===== config.mk =====
export PLATFORM = sky130hd
export DESIGN_NAME = pll_lock_supervisor
export DESIGN_NICKNAME = d
export VERILOG_FILES = /design/src/rtl/pll_sup_pkg.sv /design/src/rtl/bit_sync.sv /design/src/rtl/pll_lock_supervisor.sv
export SDC_FILE = /design/constraint.sdc
export NUM_CORES = 1
export LEC_CHECK = 0
export ABC_AREA = 1
export BUFFER_PORTS_ARGS = -buffer_cell sky130_fd_sc_hd__buf_2
export CAP_MARGIN = 20
export CORE_MARGIN = 3
export CORE_UTILIZATION = 51
export CTS_CLUSTER_DIAMETER = 50
export DETAILED_ROUTE_END_ITERATION = 8
export PLACE_DENSITY = 0.68
export SLEW_MARGIN = 20
export SYNTH_ARGS = -nofsm -noshare
export SYNTH_HDL_FRONTEND = slang
export SYNTH_SLANG_ARGS = --single-unit

===== constraint.sdc =====
create_clock -name i_clk_in -period 2.45 [get_ports i_clk_in]
set_clock_uncertainty 0.1 [all_clocks]
set_input_delay 0.735 -clock i_clk_in [delete_from_list [all_inputs] [get_ports i_clk_in]]
set_output_delay 0.735 -clock i_clk_in [all_outputs]
set_load 0.1 [all_outputs]

===== src/rtl/pll_sup_pkg.sv =====
// pll_sup_pkg
//   Shared definitions for the PLL lock supervisor: the FSM state encoding,
//   default timing constants for a 12 MHz reference clock, and a helper that
//   sizes the shared state timer.
//   No ports (package).
package pll_sup_pkg;

  // Supervisor FSM states; the encoding is visible on the debug state port.
  typedef enum logic [2:0] {
    ST_PLL_RST   = 3'd0,
    ST_WAIT_LOCK = 3'd1,
    ST_STABLE    = 3'd2,
    ST_RUN       = 3'd3,
    ST_FAULT     = 3'd4
  } sup_state_t;

  // Defaults for a 12 MHz reference: 16-cycle PLL reset pulse, 10 ms lock
  // timeout, 100 us of continuous lock before the system is released.
  localparam int unsigned DEF_PLL_RST_CYCLES      = 16;
  localparam int unsigned DEF_LOCK_TIMEOUT_CYCLES = 120000;
  localparam int unsigned DEF_STABLE_CYCLES       = 1200;
  localparam int unsigned DEF_MAX_RETRIES         = 4;
  localparam int unsigned DEF_SYNC_STAGES         = 2;

  // Width of a timer that must count up to (largest interval - 1). Kept at
  // least one bit wide so degenerate single-cycle settings still elaborate.
  function automatic int unsigned timerWidth(input int unsigned a,
                                             input int unsigned b,
                                             input int unsigned c);
    int unsigned m;
    m = a;
    if (b > m) m = b;
    if (c > m) m = c;
    if (m < 2) return 1;
    return $clog2(m);
  endfunction

endpackage


===== src/rtl/bit_sync.sv =====
// bit_sync
//   Multi-flop synchronizer that brings a single asynchronous bit into the
//   i_clk domain. The output is the input delayed by SYNC_STAGES flops.
//   Ports:
//     i_clk  - destination clock
//     i_rst  - asynchronous active-high reset, clears every stage
//     i_d    - asynchronous input bit
//     o_q    - synchronized bit
module bit_sync #(
  parameter int unsigned SYNC_STAGES = 2
) (
  input  logic i_clk,
  input  logic i_rst,
  input  logic i_d,
  output logic o_q
);

  logic [SYNC_STAGES-1:0] r_sync;

  // Shift chain: new sample enters at bit 0, the oldest stage drives o_q.
  // Only the first stage may go metastable; the rest give it time to settle.
  always_ff @(posedge i_clk or posedge i_rst) begin
    if (i_rst) begin
      r_sync <= '0;
    end else begin
      r_sync <= {r_sync[SYNC_STAGES-2:0], i_d};
    end
  end

  assign o_q = r_sync[SYNC_STAGES-1];

endmodule


===== src/rtl/pll_lock_supervisor.sv =====
// pll_lock_supervisor
//   Drives the PLL reset and qualifies PLL lock before releasing the system
//   reset. Runs on the free-running reference clock. Issues timed PLL reset
//   pulses, retries on lock timeout, gives up into FAULT after MAX_RETRIES
//   timeouts, and records lock losses seen while running.
//   Ports:
//     i_clk_in          - free-running reference clock (12 MHz nominal)
//     i_rst             - asynchronous active-high reset
//     i_pll_locked      - PLL lock, asynchronous to i_clk_in
//     i_restart_req     - single-cycle request to restart the whole sequence
//     i_clear_lost      - clears the sticky lock-lost flag
//     o_pll_rst         - active-high reset to the PLL
//     o_sys_rst         - active-high system reset, low only in RUN
//     o_lock_lost       - sticky: lock dropped while in RUN
//     o_fault           - high in FAULT
//     o_retry_cnt       - lock timeouts in the current sequence
//     o_relock_events   - saturating count of RUN lock losses
//     o_state           - encoded FSM state for debug
module pll_lock_supervisor
  import pll_sup_pkg::*;
#(
  parameter int unsigned PLL_RST_CYCLES      = DEF_PLL_RST_CYCLES,
  parameter int unsigned LOCK_TIMEOUT_CYCLES = DEF_LOCK_TIMEOUT_CYCLES,
  parameter int unsigned STABLE_CYCLES       = DEF_STABLE_CYCLES,
  parameter int unsigned MAX_RETRIES         = DEF_MAX_RETRIES,
  parameter int unsigned SYNC_STAGES         = DEF_SYNC_STAGES
) (
  input  logic                               i_clk_in,
  input  logic                               i_rst,
  input  logic                               i_pll_locked,
  input  logic                               i_restart_req,
  input  logic                               i_clear_lost,
  output logic                               o_pll_rst,
  output logic                               o_sys_rst,
  output logic                               o_lock_lost,
  output logic                               o_fault,
  output logic [$clog2(MAX_RETRIES+1)-1:0]   o_retry_cnt,
  output logic [7:0]                         o_relock_events,
  output logic [2:0]                         o_state
);

  localparam int unsigned RETRY_W = $clog2(MAX_RETRIES + 1);
  localparam int unsigned TIMER_W = timerWidth(LOCK_TIMEOUT_CYCLES, STABLE_CYCLES, PLL_RST_CYCLES);

  localparam logic [TIMER_W-1:0] PLL_RST_LAST = TIMER_W'(PLL_RST_CYCLES - 1);
  localparam logic [TIMER_W-1:0] TIMEOUT_LAST = TIMER_W'(LOCK_TIMEOUT_CYCLES - 1);
  localparam logic [TIMER_W-1:0] STABLE_LAST  = TIMER_W'(STABLE_CYCLES - 1);
  localparam logic [RETRY_W-1:0] RETRY_LIMIT  = RETRY_W'(MAX_RETRIES);

  sup_state_t         r_state;
  sup_state_t         w_nextState;
  logic [TIMER_W-1:0] r_timer;
  logic [RETRY_W-1:0] r_retryCnt;
  logic [RETRY_W-1:0] w_nextRetry;
  logic [RETRY_W-1:0] w_retryInc;
  logic [7:0]         r_relockEvents;
  logic               r_lockLost;
  logic               r_pllRst;
  logic               r_sysRst;
  logic               r_fault;
  logic               w_lockS;
  logic               w_lossEvent;
  logic               w_restartTimer;

  // Only the synchronized lock is ever looked at by the FSM.
  bit_sync #(
    .SYNC_STAGES(SYNC_STAGES)
  ) u_lockSync (
    .i_clk (i_clk_in),
    .i_rst (i_rst),
    .i_d   (i_pll_locked),
    .o_q   (w_lockS)
  );

  assign w_retryInc = r_retryCnt + RETRY_W'(1);

  // Next-state logic. A restart request overrides everything, including a
  // lock loss in RUN, so it is handled before the per-state decisions. The
  // shared timer restarts whenever the state changes or a restart arrives,
  // which also stretches the PLL reset pulse when restarting from PLL_RST.
  always_comb begin
    w_nextState    = r_state;
    w_nextRetry    = r_retryCnt;
    w_lossEvent    = 1'b0;
    w_restartTimer = 1'b0;
    if (i_restart_req) begin
      w_nextState    = ST_PLL_RST;
      w_nextRetry    = '0;
      w_restartTimer = 1'b1;
    end else begin
      case (r_state)
        ST_PLL_RST: begin
          if (r_timer == PLL_RST_LAST) w_nextState = ST_WAIT_LOCK;
        end
        ST_WAIT_LOCK: begin
          if (w_lockS) begin
            w_nextState = ST_STABLE;
          end else if (r_timer == TIMEOUT_LAST) begin
            w_nextRetry = w_retryInc;
            w_nextState = (w_retryInc == RETRY_LIMIT) ? ST_FAULT : ST_PLL_RST;
          end
        end
        ST_STABLE: begin
          if (!w_lockS) begin
            w_nextState = ST_WAIT_LOCK;
          end else if (r_timer == STABLE_LAST) begin
            w_nextState = ST_RUN;
            w_nextRetry = '0;
          end
        end
        ST_RUN: begin
          if (!w_lockS) begin
            w_nextState = ST_PLL_RST;
            w_lossEvent = 1'b1;
          end
        end
        ST_FAULT: begin
          w_nextState = ST_FAULT;
        end
        default: begin
          w_nextState = ST_PLL_RST;
        end
      endcase
    end
    if (w_nextState != r_state) w_restartTimer = 1'b1;
  end

  // State, retry count and the shared timer. The timer only advances in the
  // timed states so it can never wrap while sitting in RUN or FAULT.
  always_ff @(posedge i_clk_in or posedge i_rst) begin
    if (i_rst) begin
      r_state    <= ST_PLL_RST;
      r_retryCnt <= '0;
      r_timer    <= '0;
    end else begin
      r_state    <= w_nextState;
      r_retryCnt <= w_nextRetry;
      if (w_restartTimer) begin
        r_timer <= '0;
      end else if (r_state == ST_PLL_RST || r_state == ST_WAIT_LOCK || r_state == ST_STABLE) begin
        r_timer <= r_timer + TIMER_W'(1);
      end
    end
  end

  // Outputs are decoded from the next state so the registered values line up
  // exactly with the cycle in which the state register takes that state.
  always_ff @(posedge i_clk_in or posedge i_rst) begin
    if (i_rst) begin
      r_pllRst <= 1'b1;
      r_sysRst <= 1'b1;
      r_fault  <= 1'b0;
    end else begin
      r_pllRst <= (w_nextState == ST_PLL_RST);
      r_sysRst <= (w_nextState != ST_RUN);
      r_fault  <= (w_nextState == ST_FAULT);
    end
  end

  // Lock-loss bookkeeping. A loss and a clear in the same cycle leave the
  // flag set so the event is never silently discarded.
  always_ff @(posedge i_clk_in or posedge i_rst) begin
    if (i_rst) begin
      r_lockLost     <= 1'b0;
      r_relockEvents <= '0;
    end else begin
      if (w_lossEvent) begin
        r_lockLost <= 1'b1;
      end else if (i_clear_lost) begin
        r_lockLost <= 1'b0;
      end
      if (w_lossEvent && r_relockEvents != 8'hFF) begin
        r_relockEvents <= r_relockEvents + 8'd1;
      end
    end
  end

  assign o_pll_rst       = r_pllRst;
  assign o_sys_rst       = r_sysRst;
  assign o_fault         = r_fault;
  assign o_lock_lost     = r_lockLost;
  assign o_retry_cnt     = r_retryCnt;
  assign o_relock_events = r_relockEvents;
  assign o_state         = r_state;

endmodule


# Yosys cells after proc, flatten, opt, wreduce, memory -nomap -nowiden
# Cells that the tools add are included.
# totals
out_inout_bits	18
register_bits	37
# classes
n_mux	24
eq_ne	16
reduce_logical	9
addsub	3
# op_table
op	n
2-to-1 mux 3 bit	13
2-to-1 mux 17 bit	2
adder 17 x 1 -> 17 bit, second input constant	1
== test 17 x 11 -> 1 bit, second input constant	1
== test 17 bit, second input constant	1
== test 17 x 4 -> 1 bit, second input constant	1
case mux 3 bit (5 select lines)	1
== test 3 bit, second input constant	3
inequality test 3 bit, second input constant	3
adder 8 x 1 -> 8 bit, second input constant	1
inequality test 8 bit, second input constant	1
2-to-1 mux 1 bit	7
== test 3 x 2 -> 1 bit, second input constant	2
logical NOT 3 bit	2
inequality test 3 x 2 -> 1 bit, second input constant	2
case mux 3 bit (2 select lines)	1
AND reduction 5 bit	1
nonzero test 2 bit	2
adder 3 x 1 -> 3 bit, second input constant	1
== test 3 x 1 -> 1 bit, second input constant	1
inequality test 3 bit	1
nonzero test 3 bit	1
logical OR 1 bit	2
logical AND 1 bit	1

# Logic depth before layout (Yosys ltp)
# depth
word_depth	10
mapped_depth	12
mapped_depth_nobuf	11

# Cells and area by module
# From an unflattened synthesis, not the netlist that was laid out.
# hier_totals
hier_cells	261
area_unflattened_um2	2082.0
# modules_own_cells
mod	seq_area_each_um2	area_per_inst_um2	n_inst	cells_per_inst
pll_lock_supervisor	878.3	2028.2	1	258
bit_sync	50.0	53.8	1	3

# Least setup slack after synthesis
# Ideal clock, no wire load.
# synth_path
path_kind	reg-to-reg
startpoint	register r_relockEvents[0] (netlist: o_relock_events[0])
endpoint	register r_relockEvents[3] (netlist: o_relock_events[3])
path_buffers	0
slack_ns	0.002
period_less_slack_ns	2.448
arrival_time_ns	2.226
path_stages_with_launch	9
path_cell_list	dfrtp_1 ha_1 inv_1 nor4_1 nand3_1 nand2_2 inv_1 nand3b_1 nand2_1
# synth_between
elab_chain_len	2
word_cells_on_any_way	3
# synth_lines
element	line	source
from (decl)	pll_lock_supervisor.sv:56	logic [7:0] r_relockEvents;
from (signal assigned)	pll_lock_supervisor.sv:173	r_relockEvents <= r_relockEvents + 8'd1;
parallel branches: the longest is 2 deep, another holds adder 8 x 1 -> 8 bit	--	
# Several ways; the timed one is not identified.
# A chain may end at the register's enable or synchronous reset.

# Worst setup path in the final report
# layout_path
startpoint	register r_state[0] (netlist: o_state[0])
endpoint	output port o_state[0]
# layout_rtl
element	line	source
from (decl)	pll_lock_supervisor.sv:50	sup_state_t r_state;
from (signal assigned)	pll_lock_supervisor.sv:136	r_state <= w_nextState;
to (decl)	pll_lock_supervisor.sv:39	output logic [2:0] o_state
# No word-level cell between the ends.

==> results by group <==
Routing
  • Drt total wl: 3.49 mm
  • Pre-Repair DR Iteration Count: 4
  • Vias per inst: 4.87
  • Antenna Nets Post-Route: 0
  • Vias: 1574
  • DRC viols: 0
  • Wire per inst: 10.8 um
  • 1st-iter DRT viols: 104

Global route
  • GRT Overall Usage: 15.9%
  • Pin count of the biggest net entering global routing: 38
  • Vias in the first global route: 1378
  • Global-route wire length before repair: 6.09 mm
  • Initial antenna violation count: 0
  • GRT overflow: 0

Logic synthesis
  • Syn_nets: 253
  • Synth unique cells: 29
  • Syn. warnings: 0
  • Average cell area after synthesis: 8.34 sq um
  • Post-synthesis sequential area ratio: 45.6%
  • #FFs+latches synth: 37
  • Mapped Area: 2040 sq um
  • Mapped Cells: 244

Power and ir drop
  • Int Pwr: 0.901 mW
  • Switching Fraction: 25.5%
  • P per Cell Area: 525 nW/um^2
  • Combinational cell fraction of total power: 9.3%
  • Clk pwr share: 38.3%
  • Sequential power share: 52.4%
  • Maximum VDD drop: 0.000404 V
  • Leak pwr: 1.13 nW
  • Switch Pwr: 0.309 mW

Setup path
  • CP max stage cell: dfrtp_1
  • Crit-path cells: buf_2
  • Setup crit start kind: flip-flop
  • Worst Setup SP: o_state[0]
  • R2r startpoint: r_timer[0]
  • Critical Path Sink Type: output port
  • Required time of the critical path: 1.62 ns
  • Worst Path Arrival: 1.25 ns
  • Crit Path Max Fanout: 7
  • CP Buf/Inv Count: 1
  • Setup CP Type: flip-flop to output port
  • CP max stage delay: 0.48 ns
  • Top delay family on crit path: flip-flops

STA
  • Least-Margin Pin Slew: 0.492 ns
  • Max transition margin: 67.4%
  • RSZ-0062 raised after global routing: no
  • Crit path time final: 2.09 ns
  • Max Transition Viols Final: 0
  • Sum of negative setup slack: 0 ns
  • Period utilization: 85.1%
  • Fmax achieved: 0.479 GHz
  • Final Setup Violations: 0
  • Final Hold Viols: 0

Worst hold path
  • HP Class: flip-flop to flip-flop
  • Hold path start: u_lockSync.r_sync[0]

Die
  • Die X: 69.2 um
  • Die Ht: 69.2 um
  • Initial Util: 54.4%
  • Die area: 4790 sq um
  • Row count: 22
  • Core ar.: 3740 sq um
  • Io pins: 23

Finish
  • Area growth syn-to-layout: 13.1%
  • Fin nets: 283
  • Ratio of cells with drive above 1 in the final layout: 21.8%
  • Antenna Cells: 0
  • Final core utilization: 61.5%

Clock tree
  • Max H-tree Level: 2
  • TritonCTS buffer count: 5
  • Clock Sinks: 37
  • Post-CTS Hold Buffers: 0
  • CTS tree: built
  • Number of post-CTS setup repair buffers: 0
  • PostCTS Resize Cnt: 0
  • Max Root-Sink Buffers: 2
  • CTS Root Cell: clkbuf_8
  • Worst skew pair latency: 0.29 ns
  • Clock slew at reported path FFs: 0.07 ns

Placed design
  • Port bufs: 22
  • Post-DP HPWL: 2.61 mm
  • Routability cong.: 0.782

Status
  • Status: complete, no violations

Run
  • Max-cap viol count: 0
[cell usage after synthesis]
| library cell | count | area, sq um |
|---|---|---|
| nand3_4 | 1 | 17.5 |
| dfrtp_1 | 35 | 876 |
| nor2_4 | 3 | 33.8 |
| a21oi_2 | 1 | 8.76 |
| nor3_2 | 2 | 20.0 |
| or2_2 | 1 | 6.26 |
| nand4_1 | 5 | 31.3 |
| nand3_2 | 1 | 10.0 |
| nand3b_1 | 2 | 15.0 |
| buf_12 | 1 | 20.0 |
| dfstp_2 | 2 | 52.6 |
| nor4_1 | 1 | 6.26 |
| nand2_2 | 2 | 12.5 |
| o21a_1 | 1 | 7.51 |
| ha_1 | 4 | 50.1 |
| mux2i_1 | 1 | 10.0 |
| nand2_1 | 50 | 188 |
| nor3b_1 | 1 | 7.51 |
| xnor2_1 | 6 | 52.6 |
| nand2_4 | 1 | 11.3 |
| nand3_1 | 19 | 95.1 |
| nor2_2 | 12 | 75.1 |
| xor2_1 | 13 | 114 |
| o21ai_0 | 10 | 50.1 |
| inv_1 | 28 | 105 |
| inv_2 | 2 | 7.51 |
| nor3_1 | 2 | 10.0 |
| nor2_1 | 34 | 128 |
| a21oi_1 | 3 | 15.0 |
[per-stage QoR]
step / power (mW) / setup WS (ns) / cells / hold slack [ns] / area, sq um
6_report: 1.21 / 0.364 / 323 / 0.258 / 2300
5_1_grt: 1.27 / 0.270 / 323 / 0.269 / 2300
4_1_cts: 1.22 / 0.357 / 323 / 0.261 / 2300
3_5_place_dp: 0.761 / 0.359 / 315 / 0.245 / 2200
3_3_place_gp: 0.759 / 0.413 / 315 / 0.239 / 2200
2_1_floorplan: 0.741 / 0.00194 / 244 / 0.231 / 2040
[final timing paths]
check | endpoint | cells after the start | slack, ns
min | u_lockSync.r_sync[1] | 0 | 0.26
min in group asynchronous | r_timer[2] | 3 | 0.44
max in group asynchronous | o_pll_rst | 3 | 1.47
min reg2reg | u_lockSync.r_sync[1] | 0 | 0.26
max | o_state[0] | 1 | 0.36
max reg2reg | r_timer[4] | 10 | 0.53
[cell type report]
| class | count | area [sq um] |
|---|---|---|
| clock buffer | 7 | 96.3 |
| multi-input combinational | 176 | 975 |
| clock inverter | 1 | 5.00 |
| fill | 363 | 1440 |
| sequential | 37 | 928 |
| timing repair buffer | 24 | 125 |
| inverter | 30 | 113 |
| tap | 48 | 60.1 |
[layer usage]
layer / up-vias / part of all wire (%) / global-route usage (%)
met5: - / 0 / 0
met2: 23 / 43 / 23.8
met1: 714 / 51 / 21.4
met4: 0 / 1.5 / 5.86
li1: 830 / - / -
met3: 7 / 3.9 / 5.07
[power groups by stage]
stage | Combinational, mW | Clock, mW | Sequential [mW]
5_1_grt | 0.124 | 0.510 | 0.636
3_5_place_dp | 0.115 | 0 | 0.646
4_1_cts | 0.115 | 0.476 | 0.634
2_1_floorplan | 0.0480 | 0 | 0.693
6_report | 0.112 | 0.463 | 0.634
3_3_place_gp | 0.113 | 0 | 0.645
[cells in the final DEF, fill, tap and decap left out, drive strengths merged]
master,count
o21a,1
clkinv,1
xnor2,6
nor3,4
dfrtp,35
nor4,1
inv,30
nor2,49
ha,4
clkbuf,7
o21ai,10
dfstp,2
a21oi,4
nand4,5
nand2,53
nand3,21
buf,24
mux2i,1
or2,1
nor3b,1
nand3b,2
xor2,13
[logic make-up (layout without fill, tap and decap cells)]
| group | after synthesis | in the layout | synth area share, % |
|---|---|---|---|
| adder cells (fa/ha/maj) | 4 | 4 | 2.46 |
| multiplexers | 1 | 1 | 0.492 |
| XOR/XNOR | 19 | 19 | 8.17 |
| AND/OR/NAND/NOR | 137 | 137 | 32.8 |
| buffers and inverters | 31 | 62 | 6.52 |
| flip-flops | 37 | 37 | 45.6 |
| AO/OA/AOI/OAI | 15 | 15 | 4.00 |
[sequential cells by signal, indices dropped and copies added (netlist names)]
register           count
r_timer               17
o_relock_events        8
o_retry_cnt            3
o_state                3
u_lockSync.r_sync      2
o_fault                1
o_lock_lost            1
o_pll_rst              1
o_sys_rst              1
No activity file was read; power rests on OpenSTA's default activity.
